**src/rtl/m_pool_pkg.sv**
```systemverilog
// Shared pooling definitions: FSM states and default geometry common to the
// pooling input buffer and the pool reducers.
package m_pool_pkg;

  typedef enum logic [1:0] {
    IDLE = 2'd0,
    ACC  = 2'd1,
    DONE = 2'd2
  } state_t;

  localparam int DEF_DATA_W   = 16;
  localparam int DEF_K_SIDE   = 5;
  localparam int DEF_OUT_SIDE = 18;
  localparam int DEF_WIN_LEN  = DEF_K_SIDE * DEF_K_SIDE;
  localparam int DEF_NUM_OUT  = DEF_OUT_SIDE * DEF_OUT_SIDE;
  localparam int DEF_ADDR_W   = 9;

endpackage

```
**src/rtl/m_layer_pool_2_if.sv**
```systemverilog
// Sample-in / window-result-out bundle of the second pooling layer.
interface m_layer_pool_2_if #(
  parameter int DATA_W = 16,
  parameter int ADDR_W = 9
);
  logic [DATA_W-1:0] map_in;
  logic              in_valid;
  logic [DATA_W-1:0] map_out;
  logic              wr;
  logic [ADDR_W-1:0] addr_out;
  logic              ready;
  logic              frame_done;

  // Upstream sample source / downstream RAM writer side.
  modport master (
    output map_in, in_valid,
    input  map_out, wr, addr_out, ready, frame_done
  );

  // Pool reducer side.
  modport slave (
    input  map_in, in_valid,
    output map_out, wr, addr_out, ready, frame_done
  );
endinterface

```
**src/rtl/m_max_sel.sv**
```systemverilog
// Combinational signed two-input max with load select: y = load ? b : max(a, b).
// Ties keep a, so an accumulator on input a is only replaced by a strictly larger b.
module m_max_sel #(
  parameter int DATA_W = 16
) (
  input  logic signed [DATA_W-1:0] a,
  input  logic signed [DATA_W-1:0] b,
  input  logic                     load,
  output logic signed [DATA_W-1:0] y
);

  assign y = (load || (b > a)) ? b : a;

endmodule

```
**src/rtl/m_layer_pool_2.sv**
```systemverilog
// Second-layer max-pool reducer: every WIN_LEN valid samples -> one signed max,
// written with a window address. Define M_POOL_RELU_EN to clamp negative results to 0.
module m_layer_pool_2
  import m_pool_pkg::*;
#(
  parameter int DATA_W  = DEF_DATA_W,
  parameter int WIN_LEN = DEF_WIN_LEN,
  parameter int NUM_OUT = DEF_NUM_OUT,
  parameter int ADDR_W  = DEF_ADDR_W
) (
  input  logic            clk_in,
  input  logic            rst_n,
  m_layer_pool_2_if.slave bus
);

  localparam int CNT_W = $clog2(WIN_LEN);
  localparam logic [CNT_W-1:0]  LAST_ELEM = CNT_W'(WIN_LEN - 1);
  localparam logic [ADDR_W-1:0] LAST_WIN  = ADDR_W'(NUM_OUT - 1);

  state_t                    state;
  logic signed [DATA_W-1:0]  acc;
  logic signed [DATA_W-1:0]  sel;
  logic signed [DATA_W-1:0]  pool_val;
  logic [CNT_W-1:0]          elem_cnt;
  logic [ADDR_W-1:0]         win_cnt;
  logic                      load;

  // The first sample of every window is taken as-is, so no -inf seed is needed.
  assign load = (state == IDLE) || (elem_cnt == '0);

  m_max_sel #(.DATA_W(DATA_W)) u_max_sel (
    .a    (acc),
    .b    (bus.map_in),
    .load (load),
    .y    (sel)
  );

`ifdef M_POOL_RELU_EN
  assign pool_val = sel[DATA_W-1] ? '0 : sel;
`else
  assign pool_val = sel;
`endif

  // NOTE: every register, including the accumulator datapath, is cleared by the
  // async reset so a partial window can never leak into the next frame.
  always_ff @(posedge clk_in or negedge rst_n) begin
    if (!rst_n) begin
      state          <= IDLE;
      acc            <= '0;
      elem_cnt       <= '0;
      win_cnt        <= '0;
      bus.map_out    <= '0;
      bus.wr         <= 1'b0;
      bus.addr_out   <= '0;
      bus.ready      <= 1'b1;
      bus.frame_done <= 1'b0;
    end else begin
      // NOTE: non-blocking assignments only; strobes default low and are
      // overridden below in the cycle a window completes.
      bus.wr         <= 1'b0;
      bus.frame_done <= 1'b0;
      case (state)
        IDLE: begin
          if (bus.in_valid) begin
            acc       <= sel;
            elem_cnt  <= CNT_W'(1);
            win_cnt   <= '0;
            bus.ready <= 1'b0;
            state     <= ACC;
          end
        end
        ACC: begin
          if (bus.in_valid) begin
            acc <= sel;
            if (elem_cnt == LAST_ELEM) begin
              elem_cnt     <= '0;
              bus.wr       <= 1'b1;
              bus.map_out  <= pool_val;
              bus.addr_out <= win_cnt;
              if (win_cnt == LAST_WIN) begin
                win_cnt        <= '0;
                bus.frame_done <= 1'b1;
                bus.ready      <= 1'b1;
                state          <= DONE;
              end else begin
                win_cnt <= win_cnt + 1'b1;
              end
            end else begin
              elem_cnt <= elem_cnt + 1'b1;
            end
          end
        end
        DONE: begin
          if (!bus.in_valid) state <= IDLE;
        end
        default: state <= IDLE;
      endcase
    end
  end

endmodule

```
**src/flat_wrapper.sv**
```systemverilog
// flat-port wrapper written by rule: the top's interface ports become plain ports
module m_layer_pool_2_flat import m_pool_pkg::*;
#(
  parameter int DATA_W  = DEF_DATA_W,
  parameter int WIN_LEN = DEF_WIN_LEN,
  parameter int NUM_OUT = DEF_NUM_OUT,
  parameter int ADDR_W  = DEF_ADDR_W
)
  (clk_in, rst_n, bus_map_in, bus_in_valid, bus_map_out, bus_wr, bus_addr_out, bus_ready, bus_frame_done);
  m_layer_pool_2_if #(.DATA_W(DATA_W), .ADDR_W(ADDR_W)) bus_i ();
  input  logic clk_in;
  input  logic rst_n;
  input wire logic [$bits(bus_i.map_in)-1:0] bus_map_in;
  input wire logic [$bits(bus_i.in_valid)-1:0] bus_in_valid;
  output wire logic [$bits(bus_i.map_out)-1:0] bus_map_out;
  output wire logic [$bits(bus_i.wr)-1:0] bus_wr;
  output wire logic [$bits(bus_i.addr_out)-1:0] bus_addr_out;
  output wire logic [$bits(bus_i.ready)-1:0] bus_ready;
  output wire logic [$bits(bus_i.frame_done)-1:0] bus_frame_done;
  assign bus_i.map_in = bus_map_in;
  assign bus_i.in_valid = bus_in_valid;
  assign bus_map_out = bus_i.map_out;
  assign bus_wr = bus_i.wr;
  assign bus_addr_out = bus_i.addr_out;
  assign bus_ready = bus_i.ready;
  assign bus_frame_done = bus_i.frame_done;
  m_layer_pool_2 #(.DATA_W(DATA_W), .WIN_LEN(WIN_LEN), .NUM_OUT(NUM_OUT), .ADDR_W(ADDR_W)) u_core (.clk_in(clk_in), .rst_n(rst_n), .bus(bus_i));
endmodule
```
**config.mk**
```make
export PLATFORM = sky130hd
export DESIGN_NAME = m_layer_pool_2_flat
export DESIGN_NICKNAME = d
export VERILOG_FILES = /design/src/rtl/m_pool_pkg.sv /design/src/rtl/m_layer_pool_2_if.sv /design/src/rtl/m_max_sel.sv /design/src/rtl/m_layer_pool_2.sv /design/src/flat_wrapper.sv
export SDC_FILE = /design/constraint.sdc
export NUM_CORES = 1
export LEC_CHECK = 0
export ABC_AREA = 0
export CORE_MARGIN = 2
export CORE_UTILIZATION = 41
export CTS_CLUSTER_DIAMETER = 150
export DETAILED_ROUTE_END_ITERATION = 7
export HOLD_SLACK_MARGIN = 0.1
export SYNTH_ARGS = -nofsm -noshare
export SYNTH_HDL_FRONTEND = slang
export SYNTH_SLANG_ARGS = --single-unit
export TNS_END_PERCENT = 10
```
**constraint.sdc**
```tcl
create_clock -name clk_in -period 5.61 [get_ports clk_in]
set_clock_uncertainty 0.15 [all_clocks]
set_input_delay 1.122 -clock clk_in [delete_from_list [all_inputs] [get_ports clk_in]]
set_output_delay 1.122 -clock clk_in [all_outputs]
set_load 0.01 [all_outputs]
```
# == After elaboration in Yosys (flattened, before gate mapping) ==
# Cells that the tools add are included.
# totals
reg_bits,60
input_bits,19
out_inout_bits,28
word_cells,61
# op_classes
n_addsub,2
n_lt_le_gt_ge,1
eq_ne,9
muxes,28
n_reduce_logical,12
# op_table
op,n
$mux W9,4
$pmux W9 S2,1
$gt A16 B16 Y1,1
$mux W16,1
$mux W5,3
$mux W1,11
$mux W2,5
$pmux W5 S2,1
$reduce_and A5 Y1,2
$add A9 B1 Y9 const B,1
$eq A9 B9 Y1 const B,1
$ne A2 B2 Y1 const B,3
$pmux W2 S3,1
$reduce_and A3 Y1,2
$add A5 B1 Y5 const B,1
$eq A5 B5 Y1 const B,1
$logic_not A5 Y1,1
$ne A2 B1 Y1 const B,2
$reduce_and A4 Y1,1
$eq A2 B1 Y1 const B,1
$eq A2 B2 Y1 const B,1
$logic_not A2 Y1,1
$logic_or A1 B1 Y1,2
$pmux W1 S2,1
3 further kinds,3

# == Longest topological paths before layout ==
# logic_depth
word_depth,5
mapped_depth,10
depth_no_buf,8

# == Hierarchy ==
# From an unflattened synthesis, not the netlist that was laid out.
# unflattened
hier_cells,305
hier_area_um2,3309.4
# modules_own_cells
mod,instances,cells_each,area_each_um2
m_layer_pool_2,1,228,2626.3
m_max_sel,1,77,683.2

# == Worst setup path after synthesis ==
# OpenSTA, ideal clock, no wires.
# synth_path
path_kind,input to register
startpoint,in bus_map_in[15]
endpoint,reg u_core.acc[10]
setup_time_ns,0.125
arrival_ns,3.298
path_slack_ns,2.037
cell_stages,7
path_cell_list,ha_1 > nand4_2 > or4_4 > or3_4 > o2111ai_4 > buf_12 > mux2_4
# synth_via
elab_chain_cells,3
# synth_lines
item,line_no,rtl
from (decl),flat_wrapper.sv:13,input wire logic [$bits(bus_i.map_in)-1:0] bus_map_in;
$gt A16 B16 Y1,m_max_sel.sv:12,assign y = (load || (b > a)) ? b : a;
$logic_or A1 B1 Y1,m_max_sel.sv:12,
$mux W16,m_max_sel.sv:12,
to (signal assigned),m_layer_pool_2.sv:65,acc <= sel;
to (signal assigned),m_layer_pool_2.sv:74,acc <= sel;
to (decl),m_layer_pool_2.sv:21,logic signed [DATA_W-1:0] acc;
# No other way between the ends.
# A chain may end at the register's enable or synchronous reset.

# == Worst setup path after layout ==
# layout_path
startpoint,in bus_map_in[15]
endpoint,reg u_core.bus.map_out[3]
# layout_via
elab_chain_cells,3
# layout_lines
item,line_no,rtl
$gt A16 B16 Y1,m_max_sel.sv:12,
$logic_or A1 B1 Y1,m_max_sel.sv:12,
$mux W16,m_max_sel.sv:12,
to (signal assigned),m_layer_pool_2.sv:78,bus.map_out <= pool_val;
to (decl),m_layer_pool_2_if.sv:23,"output map_out, wr, addr_out, ready, frame_done"
# No other way between the ends.

==> flow_metrics.env <==
export IMPL_status="finished, final reports clean"
export IMPL_path_class="in2reg"
export IMPL_diodes=0
export IMPL_dp_cells=455
export IMPL_drive_gt1_share_pct=11.7
export IMPL_slew_headroom_pct=46.5
export IMPL_final_nets=402
export IMPL_path_max_fanout=17
export IMPL_min_path_cells=2
export IMPL_grt_pass1_wl_um=12100
export IMPL_leakage_nw=1.82
export IMPL_synthSimpleGateAreaFrac_pct=18.9
export IMPL_start_kind="primary input"
export IMPL_first_iter_violations=64
export IMPL_num_rows=32
export IMPL_grt_util_all_layers_pct=18.1
export IMPL_regArea_um2=1500
export IMPL_fp_dieH_um=92.3
export IMPL_synthesis_area_um2=3200
export IMPL_synth_compound_area_share_pct=12.3
export IMPL_portBuffers=46
export IMPL_synthCells=319
export IMPL_synth_edf_count=0
export IMPL_hp_start="u_core.bus.addr_out[4]"
export IMPL_synth_seq_area_share_pct=47.0
export IMPL_r2r_end="u_core.bus.map_out[3]"
export IMPL_synthTopCellsByArea="dfrtp_1 46%, ha_1 7.4%, nand2_1 6.7%, a221o_1 4.7%, mux2_4 4.7%"
export IMPL_ys_ff_latch=60
export IMPL_cts_resized_gates=0
export IMPL_die_x_um=92.3
export IMPL_layout_min_cycle_time_ns=4.15
export IMPL_worst_ep_required_time_ns=5.73
export IMPL_synth_nets=357
export IMPL_hp_class="reg2reg"
export IMPL_cts_made_buffers=9
export IMPL_ant_nets=0
export IMPL_gp_congestion=0.781
export IMPL_drc=0
export IMPL_yosysUniqueCellTypes=49
export IMPL_synth_top_family_by_area="simple AND/OR/NAND/NOR gates"
export IMPL_core_um2=7650
export IMPL_critPathArrivalTime_ns=4.28
export IMPL_grt_max_degree=61
export IMPL_post_layout_nonfiller_instances=470
export IMPL_r2r_cells=8
export IMPL_htree_levels=3
export IMPL_clockBufferDepth=2
export IMPL_grt_antenna_before_repair=0
export IMPL_avgRoutedWirePerCell_um=14.7
export IMPL_total_power_mw=1.73
export IMPL_syn_avg_cell_area_um2=10.0
export IMPL_yosysWarnings=0
export IMPL_grt_pass1_vias=2491
export IMPL_rrSetupSlack_ns=2.32
export IMPL_synth_area_leader_cell="dfrtp_1"
export IMPL_vias=2407
export IMPL_area_growth_pct=22.2
export IMPL_powerDensity_nw_per_um2=444
export IMPL_muxShareOfSynthArea_pct=7.13
export IMPL_clock_fmax_ghz=0.241
export IMPL_hold_buffers=0
export IMPL_cts_tree="done"
export IMPL_pin_count=47
export IMPL_hold_viol_final=0
export IMPL_finalCritPeriodShare_pct=74.0
export IMPL_via_per_inst=5.12
export IMPL_synth_fa_ha_area_share_pct=7.44
export IMPL_max_cap_viol_count=0
export IMPL_peakVddDrop_uv=204
export IMPL_synth_xor_area_share_pct=1.92
export IMPL_dieArea_um2=8520
export IMPL_worstMarginPinSlew_ns=0.798
export IMPL_setup_viol=0
export IMPL_clock_sinks=60
export IMPL_clk_latency_ns=0.34
export IMPL_initial_core_util_pct=41.8
export IMPL_critPathCaptureType="register"
export IMPL_routed_wl_um=6900
export IMPL_first_pass_iters=4
export IMPL_final_max_slew_viol_count=0
export IMPL_whs_endpoint="u_core.bus.addr_out[4]"
export IMPL_rsz0062_at_grt="false"
export IMPL_ys_flop_type="dfrtp_1"
export IMPL_synth_top_area_share_pct=46.2
export IMPL_async_flop_share_pct=100
export IMPL_dp_hpwl_um=4610
export IMPL_num_fill_cells=714
export IMPL_clk_pin_slew_ns=0.07
export IMPL_postCtsSetupRepairBufs=0
export IMPL_cts_root_buf="clkbuf_8"
export IMPL_grt_ovfl_total=0
export IMPL_finalSetupTns_ns=0
export IMPL_r2r_start="u_core.acc[15]"
export IMPL_multi_input_area_um2=1520
## where the power goes
| group | total, mW | switching [mW] | leakage (nW) | internal (mW) |
|---|---|---|---|---|
| Clock | 0.390 | 0.176 | 0.0914 | 0.214 |
| Combinational | 0.687 | 0.344 | 0.954 | 0.343 |
| Sequential | 0.658 | 0.0887 | 0.772 | 0.569 |
| Total | 1.73 | 0.608 | 1.82 | 1.13 |
## per-stage QoR
step | setup slack (ns) | util (%) | hold WS (ns) | area, um^2
2_1_floorplan | 2.04 | - | 0.312 | 3200
3_3_place_gp | 1.18 | 48.6 | 0.314 | 3710
3_5_place_dp | 1.12 | 48.6 | 0.312 | 3710
4_1_cts | 1.47 | 51.1 | 0.330 | 3910
5_1_grt | 1.30 | 51.1 | 0.357 | 3910
6_report | 1.46 | 51.1 | 0.326 | 3910
## placed cells by master, fill, tap and decap left out, types with 2 or more instances in the layout
cell type	netlist	layout
nor2_1	26	26
nand4_1	6	6
clkbuf_8	0	10
nand3_1	3	3
inv_1	21	21
dfrtp_1	59	59
clkdlybuf4s50_1	0	45
xor2_1	7	7
a21oi_1	10	10
nor3_1	17	17
a221o_1	15	15
o21ai_0	11	11
o211ai_1	2	2
buf_4	1	3
clkinvlp_4	0	2
mux2_2	6	6
and3_1	3	3
ha_1	19	19
mux2_4	10	10
nand2_1	57	57
nor2b_1	4	4
or3_1	2	2
## metal layers
layer	routed length [um]	vias to the layer above	share of wire (%)	track usage [%]
met4	161	0	2.3	8.71
met5	0	-	0	0
met1	3350	1138	49	24.2
met2	3140	52	45	28.4
met3	251	16	3.6	3.20
li1	-	1201	-	-
## area by class of cell
type	instances	share of cell area [%]
Clock inverter	4	1.28
Multi-Input combinational cell	222	39.0
Tap cell	102	3.27
Inverter	22	2.11
Timing Repair Buffer	49	12.2
Sequential cell	60	38.5
Clock buffer	11	3.62
## synth_stat cells (2+ instances only)
master and number:
nor2b_1 4, inv_1 21, a21oi_1 10, or3_1 2, buf_2 3, a221o_1 15
o21ai_0 11, and3_1 3, nand3_1 3, mux2_4 10, dfrtp_1 59, ha_1 19
mux2_2 6, nand4_1 6, nor2_1 26, nor3_1 17, xor2_1 7, o211ai_1 2
nand2_1 57, clkbuf_1 9
## worst max-delay path, cell delays in order
cell	delay (ns)
clkdlybuf4s50_1	0.45
ha_1	0.41
nand4_2	0.15
or4_4	0.55
or3_4	0.41
o21ai_2	0.32
or2_1	0.61
a221o_1	0.26
## kinds of logic after synthesis
logic type / after synthesis
muxes: 17
and+or+nand+nor: 129
adders and majority gates: 19
AOI/OAI and AO/OA: 50
DFF: 60
xor gates and xnor gates: 7
buffers and inverters: 37
## registers in the layout (all words and copies together) (netlist names)
name and flops:
u_core.acc 16, u_core.bus.map_out 16, u_core.bus.addr_out 9, u_core.win_cnt 9, u_core.elem_cnt 5, u_core.state 2
u_core.bus.frame_done 1, u_core.bus.ready 1, u_core.bus.wr 1
## worst max-delay path by stage
stage | startpoint | to | depth (start not counted) | slack (ns)
floorplan | bus_map_in[15] | u_core.acc[10] | 7 | 2.04
global placement | bus_map_in[15] | u_core.bus.map_out[0] | 8 | 1.18
detailed placement | bus_map_in[15] | u_core.bus.map_out[5] | 8 | 1.12
CTS | bus_map_in[15] | u_core.bus.map_out[3] | 8 | 1.47
global route | bus_map_in[15] | u_core.bus.map_out[0] | 8 | 1.30
finish | bus_map_in[15] | u_core.bus.map_out[3] | 8 | 1.46
(Power assumes the default switching activity.)
